--- src/rtl/instruction_cache_pkg.sv ---
// Shared types and constants for the direct-mapped instruction cache.
package instruction_cache_pkg;

    localparam int ADDR_W         = 29;  // word address, byte-address bits [30:2]
    localparam int DATA_W         = 32;
    localparam int DEF_LINES      = 16;
    localparam int DEF_LINE_WORDS = 4;

    localparam logic [DATA_W-1:0] INSTR_NOP = 32'h0000_0013;

    typedef enum logic [1:0] {
        LOOKUP,
        REFILL,
        UPDATE
    } state_t;

    function automatic int off_w(input int line_words);
        return $clog2(line_words);
    endfunction

    function automatic int idx_w(input int lines);
        return $clog2(lines);
    endfunction

    function automatic int tag_w(input int lines, input int line_words);
        return ADDR_W - $clog2(lines) - $clog2(line_words);
    endfunction

endpackage

--- src/rtl/instruction_cache_if.sv ---
// Word-read handshake between the instruction cache (master) and instruction memory (slave).
interface instruction_cache_if;
    import instruction_cache_pkg::*;

    logic              mem_read;
    logic [ADDR_W-1:0] mem_address;
    logic              mem_valid;
    logic [DATA_W-1:0] mem_data;

    modport master (output mem_read, mem_address, input mem_valid, mem_data);
    modport slave  (input mem_read, mem_address, output mem_valid, mem_data);

endinterface

--- src/rtl/icache_refill_fsm.sv ---
// Refill sequencer: walks a missing line from offset 0 upward, one handshake per word.
module icache_refill_fsm
    import instruction_cache_pkg::*;
#(
    parameter int LINES      = DEF_LINES,
    parameter int LINE_WORDS = DEF_LINE_WORDS
) (
    input  logic                                 clk_i,
    input  logic                                 rst_i,
    input  logic                                 miss_i,
    input  logic [ADDR_W-off_w(LINE_WORDS)-1:0]  line_addr_i,
    output state_t                               state_o,
    output logic [off_w(LINE_WORDS)-1:0]         count_o,
    output logic                                 data_we_o,
    output logic                                 line_we_o,
    instruction_cache_if.master                  mem
);

    localparam int OFF_W = off_w(LINE_WORDS);
    localparam logic [OFF_W-1:0] LAST_WORD = OFF_W'(LINE_WORDS - 1);

    state_t             state_q, state_d;
    logic [OFF_W-1:0]   count_q, count_d;

    // NOTE: every output of a combinational block gets a default first, so no path can infer a latch.
    always_comb begin
        state_d         = state_q;
        count_d         = count_q;
        data_we_o       = 1'b0;
        line_we_o       = 1'b0;
        mem.mem_read    = 1'b0;
        mem.mem_address = {line_addr_i, count_q};
        case (state_q)
            LOOKUP: begin
                if (miss_i) begin
                    state_d = REFILL;
                    count_d = '0;
                end
            end
            REFILL: begin
                mem.mem_read = 1'b1;
                if (mem.mem_valid) begin
                    data_we_o = 1'b1;
                    count_d   = count_q + OFF_W'(1);
                    if (count_q == LAST_WORD) begin
                        line_we_o = 1'b1;
                        state_d   = UPDATE;
                    end
                end
            end
            UPDATE:  state_d = LOOKUP;
            default: state_d = LOOKUP;
        endcase
    end

    // NOTE: sequential state uses non-blocking assignments so every flop samples pre-edge values.
    always_ff @(posedge clk_i) begin
        if (rst_i) begin
            state_q <= LOOKUP;
            count_q <= '0;
        end else begin
            state_q <= state_d;
            count_q <= count_d;
        end
    end

    assign state_o = state_q;
    assign count_o = count_q;

endmodule

--- src/rtl/instruction_cache.sv ---
// Direct-mapped read-only instruction cache; define ICACHE_PERF_COUNTERS_EN to add hit/miss counters.
module instruction_cache
    import instruction_cache_pkg::*;
#(
    parameter int LINES      = DEF_LINES,
    parameter int LINE_WORDS = DEF_LINE_WORDS
) (
    input  logic              clk_i,
    input  logic              rst_i,
    input  logic [ADDR_W-1:0] cache_address_i,
    input  logic              flush_i,
    output logic [DATA_W-1:0] instruction_o,
    output logic              stall_o,
`ifdef ICACHE_PERF_COUNTERS_EN
    output logic [31:0]       hit_count_o,
    output logic [31:0]       miss_count_o,
`endif
    instruction_cache_if.master mem
);

    localparam int OFF_W = off_w(LINE_WORDS);
    localparam int IDX_W = idx_w(LINES);
    localparam int TAG_W = tag_w(LINES, LINE_WORDS);

    logic [ADDR_W-1:0] req_addr_q, req_addr_d;
    logic              req_valid_q, req_valid_d;
    logic [LINES-1:0]  valid_q, valid_d;
    logic [TAG_W-1:0]  tag_q  [LINES];
    logic [TAG_W-1:0]  tag_d  [LINES];
    logic [DATA_W-1:0] data_q [LINES][LINE_WORDS];
    logic [DATA_W-1:0] data_d [LINES][LINE_WORDS];

    logic [OFF_W-1:0] req_off, refill_cnt;
    logic [IDX_W-1:0] req_idx;
    logic [TAG_W-1:0] req_tag;
    logic             hit, miss, data_we, line_we;
    state_t           state;

    assign req_off = req_addr_q[OFF_W-1:0];
    assign req_idx = req_addr_q[OFF_W +: IDX_W];
    assign req_tag = req_addr_q[ADDR_W-1 -: TAG_W];

    assign hit           = req_valid_q & valid_q[req_idx] & (tag_q[req_idx] == req_tag);
    assign miss          = req_valid_q & ~hit;
    assign stall_o       = (state != LOOKUP) | miss;
    assign instruction_o = hit ? data_q[req_idx][req_off] : INSTR_NOP;

    icache_refill_fsm #(
        .LINES      (LINES),
        .LINE_WORDS (LINE_WORDS)
    ) u_refill_fsm (
        .clk_i       (clk_i),
        .rst_i       (rst_i),
        .miss_i      (miss),
        .line_addr_i (req_addr_q[ADDR_W-1:OFF_W]),
        .state_o     (state),
        .count_o     (refill_cnt),
        .data_we_o   (data_we),
        .line_we_o   (line_we),
        .mem         (mem)
    );

    // Flush is only honoured while not stalling, which also implies LOOKUP.
    always_comb begin
        req_addr_d  = req_addr_q;
        req_valid_d = req_valid_q;
        valid_d     = valid_q;
        tag_d       = tag_q;
        data_d      = data_q;
        if (!stall_o) begin
            req_addr_d  = cache_address_i;
            req_valid_d = 1'b1;
            if (flush_i) valid_d = '0;
        end
        if (data_we) data_d[req_idx][refill_cnt] = mem.mem_data;
        if (line_we) begin
            tag_d[req_idx]   = req_tag;
            valid_d[req_idx] = 1'b1;
        end
    end

    always_ff @(posedge clk_i) begin
        if (rst_i) begin
            req_addr_q  <= '0;
            req_valid_q <= 1'b0;
            valid_q     <= '0;
        end else begin
            req_addr_q  <= req_addr_d;
            req_valid_q <= req_valid_d;
            valid_q     <= valid_d;
        end
    end

    // NOTE: tag and data arrays are not reset; the valid bits alone make stale contents unobservable.
    always_ff @(posedge clk_i) begin
        tag_q  <= tag_d;
        data_q <= data_d;
    end

`ifdef ICACHE_PERF_COUNTERS_EN
    logic [31:0] hit_count_q, hit_count_d, miss_count_q, miss_count_d;

    always_comb begin
        hit_count_d  = hit_count_q;
        miss_count_d = miss_count_q;
        if (state == LOOKUP && hit)  hit_count_d  = hit_count_q + 32'd1;
        if (state == LOOKUP && miss) miss_count_d = miss_count_q + 32'd1;
    end

    always_ff @(posedge clk_i) begin
        if (rst_i) begin
            hit_count_q  <= '0;
            miss_count_q <= '0;
        end else begin
            hit_count_q  <= hit_count_d;
            miss_count_q <= miss_count_d;
        end
    end

    assign hit_count_o  = hit_count_q;
    assign miss_count_o = miss_count_q;
`endif

endmodule

--- src/flat_wrapper.sv ---
// flat-port wrapper written by rule: the top's interface ports become plain ports
module instruction_cache_flat import instruction_cache_pkg::*;
#(
    parameter int LINES      = DEF_LINES,
    parameter int LINE_WORDS = DEF_LINE_WORDS
)
  (clk_i, rst_i, cache_address_i, flush_i, instruction_o, stall_o, mem_mem_read, mem_mem_address, mem_mem_valid, mem_mem_data);
  instruction_cache_if mem_i ();
  input  logic clk_i;
  input  logic rst_i;
  input  logic [ADDR_W-1:0] cache_address_i;
  input  logic flush_i;
  output logic [DATA_W-1:0] instruction_o;
  output logic stall_o;
  output wire logic [$bits(mem_i.mem_read)-1:0] mem_mem_read;
  output wire logic [$bits(mem_i.mem_address)-1:0] mem_mem_address;
  input wire logic [$bits(mem_i.mem_valid)-1:0] mem_mem_valid;
  input wire logic [$bits(mem_i.mem_data)-1:0] mem_mem_data;
  assign mem_mem_read = mem_i.mem_read;
  assign mem_mem_address = mem_i.mem_address;
  assign mem_i.mem_valid = mem_mem_valid;
  assign mem_i.mem_data = mem_mem_data;
  instruction_cache #(.LINES(LINES), .LINE_WORDS(LINE_WORDS)) u_core (.clk_i(clk_i), .rst_i(rst_i), .cache_address_i(cache_address_i), .flush_i(flush_i), .instruction_o(instruction_o), .stall_o(stall_o), .mem(mem_i));
endmodule
--- config.mk ---
export PLATFORM = sky130hd
export DESIGN_NAME = instruction_cache_flat
export DESIGN_NICKNAME = d
export VERILOG_FILES = /design/src/rtl/instruction_cache_pkg.sv /design/src/rtl/instruction_cache_if.sv /design/src/rtl/icache_refill_fsm.sv /design/src/rtl/instruction_cache.sv /design/src/flat_wrapper.sv
export SDC_FILE = /design/constraint.sdc
export NUM_CORES = 2
export LEC_CHECK = 0
export CAP_MARGIN = 20
export CELL_PAD_IN_SITES_DETAIL_PLACEMENT = 1
export CELL_PAD_IN_SITES_GLOBAL_PLACEMENT = 2
export CORE_ASPECT_RATIO = 1.75
export CORE_MARGIN = 2
export CORE_UTILIZATION = 50
export DETAILED_ROUTE_END_ITERATION = 8
export HOLD_SLACK_MARGIN = 0.05
export PLACE_DENSITY_LB_ADDON = 0.08
export SYNTH_ARGS = -nofsm -noshare
export SYNTH_HDL_FRONTEND = slang
export SYNTH_SLANG_ARGS = --single-unit
--- constraint.sdc ---
create_clock -name clk_i -period 12.2 [get_ports clk_i]
set_input_delay 3.05 -clock clk_i [delete_from_list [all_inputs] [get_ports clk_i]]
set_output_delay 3.05 -clock clk_i [all_outputs]
set_load 0.03 [all_outputs]
# Word-level counts from Yosys, hierarchy flattened

Cells that the tools add are included.
Widths: inputs -> output; s select.

Register bits after elaboration: 2,466
Word-level logic and storage cells: 154
Output and inout bits: 63

Order comparisons: 7
Reductions and logical operators: 8
Multiplexer cells: 38
$add $sub $neg: 1
Equal/unequal tests: 6
Bitwise operators: 9

Operators with widths:

| kind               | count |
|---|---|
| $bwmux 2048        | 1 |
| $bmux 128 s4       | 1 |
| $demux 128 s4      | 1 |
| $mux 128           | 3 |
| $bwmux 368         | 1 |
| $mux 32            | 4 |
| $bmux 23 s4        | 1 |
| $demux 23 s4       | 1 |
| $mux 23            | 3 |
| $bmux 32 s2        | 1 |
| $demux 32 s2       | 1 |
| $mux 16            | 3 |
| $eq 23x23->1       | 1 |
| $or 16x16->16      | 1 |
| $mux 2             | 5 |
| $mux 1             | 8 |
| $pmux 2 s2         | 2 |
| $ge 3x3->1 const B | 2 |
| $not 2->3          | 2 |
| $reduce_and 3->1   | 2 |
| $ge 5x5->1 const B | 1 |
| $lt 4x5->1 const B | 1 |
| $lt 5x1->1 const B | 1 |
| $not 4->5          | 1 |
| 15 further kinds   | 21 |

# Longest topological paths before layout

Depth after elaboration: 12
Gate-level depth with buffers: 16

# Hierarchy

From an unflattened synthesis, not the netlist that was laid out.

Cell total of the unflattened synthesis: 3,990
Area, all modules: 95,331.4 um2

Modules (own cells, without submodules):

| module            | cells an instance | seq. area each (um2) | area an instance (um2) | instances |
|---|---|---|---|---|
| instruction_cache | 3,941             | 73,470.5             | 94,914.8               | 1 |
| icache_refill_fsm | 49                | 80.1                 | 416.6                  | 1 |

# Least setup slack after synthesis

Ideal clock, no wire load.

Kind: register -> output
Start: register u_core.req_addr_q[3]
End: output instruction_o[10]
Data arrival time: 3.329 ns
Stages on the path, launching flop included: 12
Data required time: 9.150 ns
Path buffers: 7
Path slack: 5.821 ns
Path through: dfxtp_1 -> buf_6 -> buf_6 -> buf_4 -> buf_2 -> buf_2 -> buf_1 -> buf_1 -> mux4_2 -> mux4_2 -> mux4_2 -> nor2b_1

Word-level cells in the longest chain between the ends: 8
Elaborated cells between the ends (all ways): 16
Classes of those cells: eq/ne: 1; mux: 12; bitwise: 3

RTL lines:

| item                                        | line                                             | source |
|---|---|---|
| start, declared                             | instruction_cache.sv:25                          | `logic [ADDR_W-1:0] req_addr_q, req_addr_d;` |
| start signal, assigned                      | instruction_cache.sv:88                          | `req_addr_q <= req_addr_d;` |
| $not 4->5 (not written as such)             | instruction_cache.sv:43, instruction_cache.sv:46 |  |
| $bmux 128 s4                                | instruction_cache.sv:46                          | `assign instruction_o = hit ? data_q[req_idx][req_off] : INSTR_NOP;` |
| $mux 128 (not written as such) (2 in a row) | instruction_cache.sv:46                          |  |
| $bmux 32 s2                                 | instruction_cache.sv:46                          |  |
| $mux 32 (not written as such) (2 in a row)  | instruction_cache.sv:46                          |  |
| $mux 32 *                                   | instruction_cache.sv:46                          |  |
| end, declared                               | flat_wrapper.sv:13                               | `output logic [DATA_W-1:0] instruction_o;` |

Every way passes the cells marked *; elsewhere a longest branch is shown, timed or not. The select of a mux whose other input is x is not followed.

# Final worst setup path

Start: register u_core.req_addr_q[5]
End: output instruction_o[1]

The elaborated chain is that of the path after synthesis.

==> results.py <==
metrics = {
    "run_status": {
        "status": "finished clean",
    },
    "placed_design": {
        "gp_congestion": 0.7886,
        "hpwl_um": 142700,
        "place_ws_ns": 3.670,
        "dpl_cell_area_um2": 99920,
        "portBuffers": 127,
    },
    "die": {
        "io_pins": 128,
        "die_y_um": 581.7,
        "dieArea_um2": 194300,
        "initial_core_util_pct": 50.20,
        "core_area_um2": 189900,
        "die_x_um": 334.1,
        "rows": 212,
    },
    "timing": {
        "period_minus_slack_ns": 9.405,
        "timing.final.ws_setup_ns": 2.795,
        "tightest_slew_ns": 1.186,
        "hold_violations": 0,
        "rsz0062_at_grt": "false",
        "relSlewSlack_pct": 20.91,
        "hold_slack_ns": 0.4791,
        "period_share_pct": 77.09,
        "fin_skew_ns": 0.02443,
        "max_freq_ghz": 0.1063,
        "setup_viol": 0,
        "tns_ns": 0,
        "drv_slew": 0,
    },
    "global_route": {
        "globalRouteTotalUtil_pct": 26.70,
        "grt_pass1_wl_um": 361600,
        "grt_max_degree": 114,
        "grt_pass1_vias": 47180,
        "grt_overflow": 0,
        "antenna_found_initial": 21,
    },
    "logic_synthesis": {
        "synthCells": 4021,
        "synth_warnings": 0,
        "synth_edf_count": 2416,
        "syn_area_per_cell_um2": 23.71,
        "synth_top_area_share_pct": 76.09,
        "synth_area_leaders": "edfxtp_1 (76%), mux4_2 (18%), dfxtp_1 (1.0%), mux2i_1 (1.0%), nand2b_1 (0.41%)",
        "syn_area_um2": 95340,
        "synthTopCellsByCount": "edfxtp_1 (2416), mux4_2 (742), mux2i_1 (96), clkbuf_1 (89), nor2_1 (83)",
        "yosysTopAreaCell": "edfxtp_1",
        "async_flop_share_pct": 0,
        "synthFlopType": "edfxtp_1",
        "yosysSeqAreaShare_pct": 77.14,
        "syn_nets": 4090,
        "synth_cell_types": 69,
        "synth.most_common_cell": "edfxtp_1",
        "ys_seq_elements": 2466,
    },
    "clocking": {
        "cts_setup_buffers": 0,
        "clock-sinks": 2466,
        "cts.hold.buffers_added": 0,
        "numCtsBuffers": 220,
        "cts_tree": "done",
        "path_clk_slew_ns": 0.07,
        "clock_latency_ns": 0.86,
        "ctsResizeCount": 0,
        "cts_buffer_depth": 4,
        "htree_levels": 4,
        "cts_root_buf": "clkbuf_16",
    },
    "detailed_routing": {
        "ant_nets": 0,
        "via_count": 43950,
        "drtIter0Drc": 4358,
        "first_pass_iters": 6,
        "routedWlPerCell_um": 37.04,
        "drc": 0,
        "wirelength_um": 255600,
        "detail_route.vias_per_cell": 6.367,
    },
    "power_and_ir_drop": {
        "power.total_mw": 17.42,
        "cellPowerDensity_nw_per_um2": 162.5,
        "peakVddDrop_uv": 119.0,
        "p_leak_nw": 32.34,
    },
    "worst_hold_path": {
        "min_path_type": "reg2reg",
    },
    "setup_path": {
        "crit_type": "reg2out",
        "crit_chain": "buf_4, nand2_1, o22a_1, o221a_2, xnor2_1, nand4_1, nor4_1, nand4_4, or2_1, clkdlybuf4s50_1",
        "start_kind": "flop",
        "critPathMaxStageDelay_ns": 0.82,
        "required_ns": 9.15,
        "worstSetupEndpointType": "output pin",
        "slowest_stage": "dfxtp_4",
        "crit_path_max_fanout": 44,
        "crit_arrival_ns": 6.36,
    },
    "job": {
        "cap_violations": 0,
    },
    "final_layout": {
        "final_nets": 4346,
        "drive_gt1_share_pct": 29.94,
        "area_growth_pct": 12.47,
        "fin_area_um2": 107200,
    },
}
[state kept, by name (all words and copies together) (netlist names)]
signal,flops
u_core.req_valid_q,1
u_core.u_refill_fsm.count_o,2
u_core.data_q,2048
u_core.u_refill_fsm.state_o,2
u_core.tag_q,368
u_core.req_addr_q,29
u_core.valid_q,16
[through the flow]
step                cells  utilization (%)
floorplan            4021                -
global placement     6492            52.61
detailed placement   6492            52.61
CTS                  6872            56.19
global route         6897            56.46
finish               6902            56.46
[where the power goes]
group / internal [mW] / leakage [nW] / switching, mW
clock network: 3.75 / 3.33 / 3.02
logic: 0.552 / 6.76 / 0.726
registers: 9.32 / 22.3 / 0.0455
[final cells by class]
cell class | count | area, um^2
antenna | 6 | 15.01
clock buffer | 278 | 5858
clock inverter | 102 | 934.6
fill | 15600 | 82690
inverter | 20 | 82.58
multi-input combinational | 1289 | 21020
sequential | 2466 | 73570
tap | 2461 | 3079
timing repair buffer | 280 | 2673
[cell families (layout without fill, tap and decap cells)]
family | Yosys count | count (layout) | share of synthesized area (%)
flops | 2466 | 2466 | 77.14
mux | 852 | 852 | 18.70
simple gates | 292 | 292 | 1.577
buf+inv | 266 | 680 | 1.375
compound gates | 121 | 121 | 0.9659
xor+xnor | 20 | 20 | 0.1837
fa+ha+maj | 4 | 4 | 0.05250
other cells | 0 | 6 | 0
[metal layers]
metal | wire length, um | GRT usage (%) | share of wire (%) | up-vias
li1 | - | - | - | 17650
met1 | 98200 | 34.04 | 38 | 24430
met2 | 137400 | 48.07 | 54 | 1448
met3 | 12640 | 3.434 | 4.9 | 409
met4 | 7352 | 7.506 | 2.9 | 6
met5 | 43 | 0 | 0.017 | -
[critical path: cells and delay by family, from the launching register on]
family	cells	cell delay, ns
compound gates	2	0.53
xor+xnor	1	0.18
buf+inv	2	1.18
flops	1	0.82
simple gates	5	2.69
[cell usage in the layout, fill, tap and decap left out, drive strengths merged, types with 16 or more instances in the layout]
cell           instances
nand2                 46
clkbuf               278
mux2i                 96
xnor2                 16
buf                  186
o22ai                 19
inv                   23
dfxtp                 50
edfxtp              2416
nand2b                63
mux4                 742
nor2                  83
a21oi                 16
bufinv                18
clkinv                78
clkdlybuf4s50         94
nor2b                 49
[path summary, 6_finish.rpt]
path / start / end / slack (ns) / cells past startpoint
setup / recovery: u_core.req_addr_q[5] / instruction_o[1] / 2.79 / 10
hold / removal: u_core.req_addr_q[26] / u_core.req_addr_q[26] / 0.48 / 2
setup reg to reg: u_core.req_addr_q[5] / u_core.req_addr_q[2] / 6.53 / 11
hold reg to reg: u_core.req_addr_q[26] / u_core.req_addr_q[26] / 0.48 / 2
(Power assumes the default switching activity.)
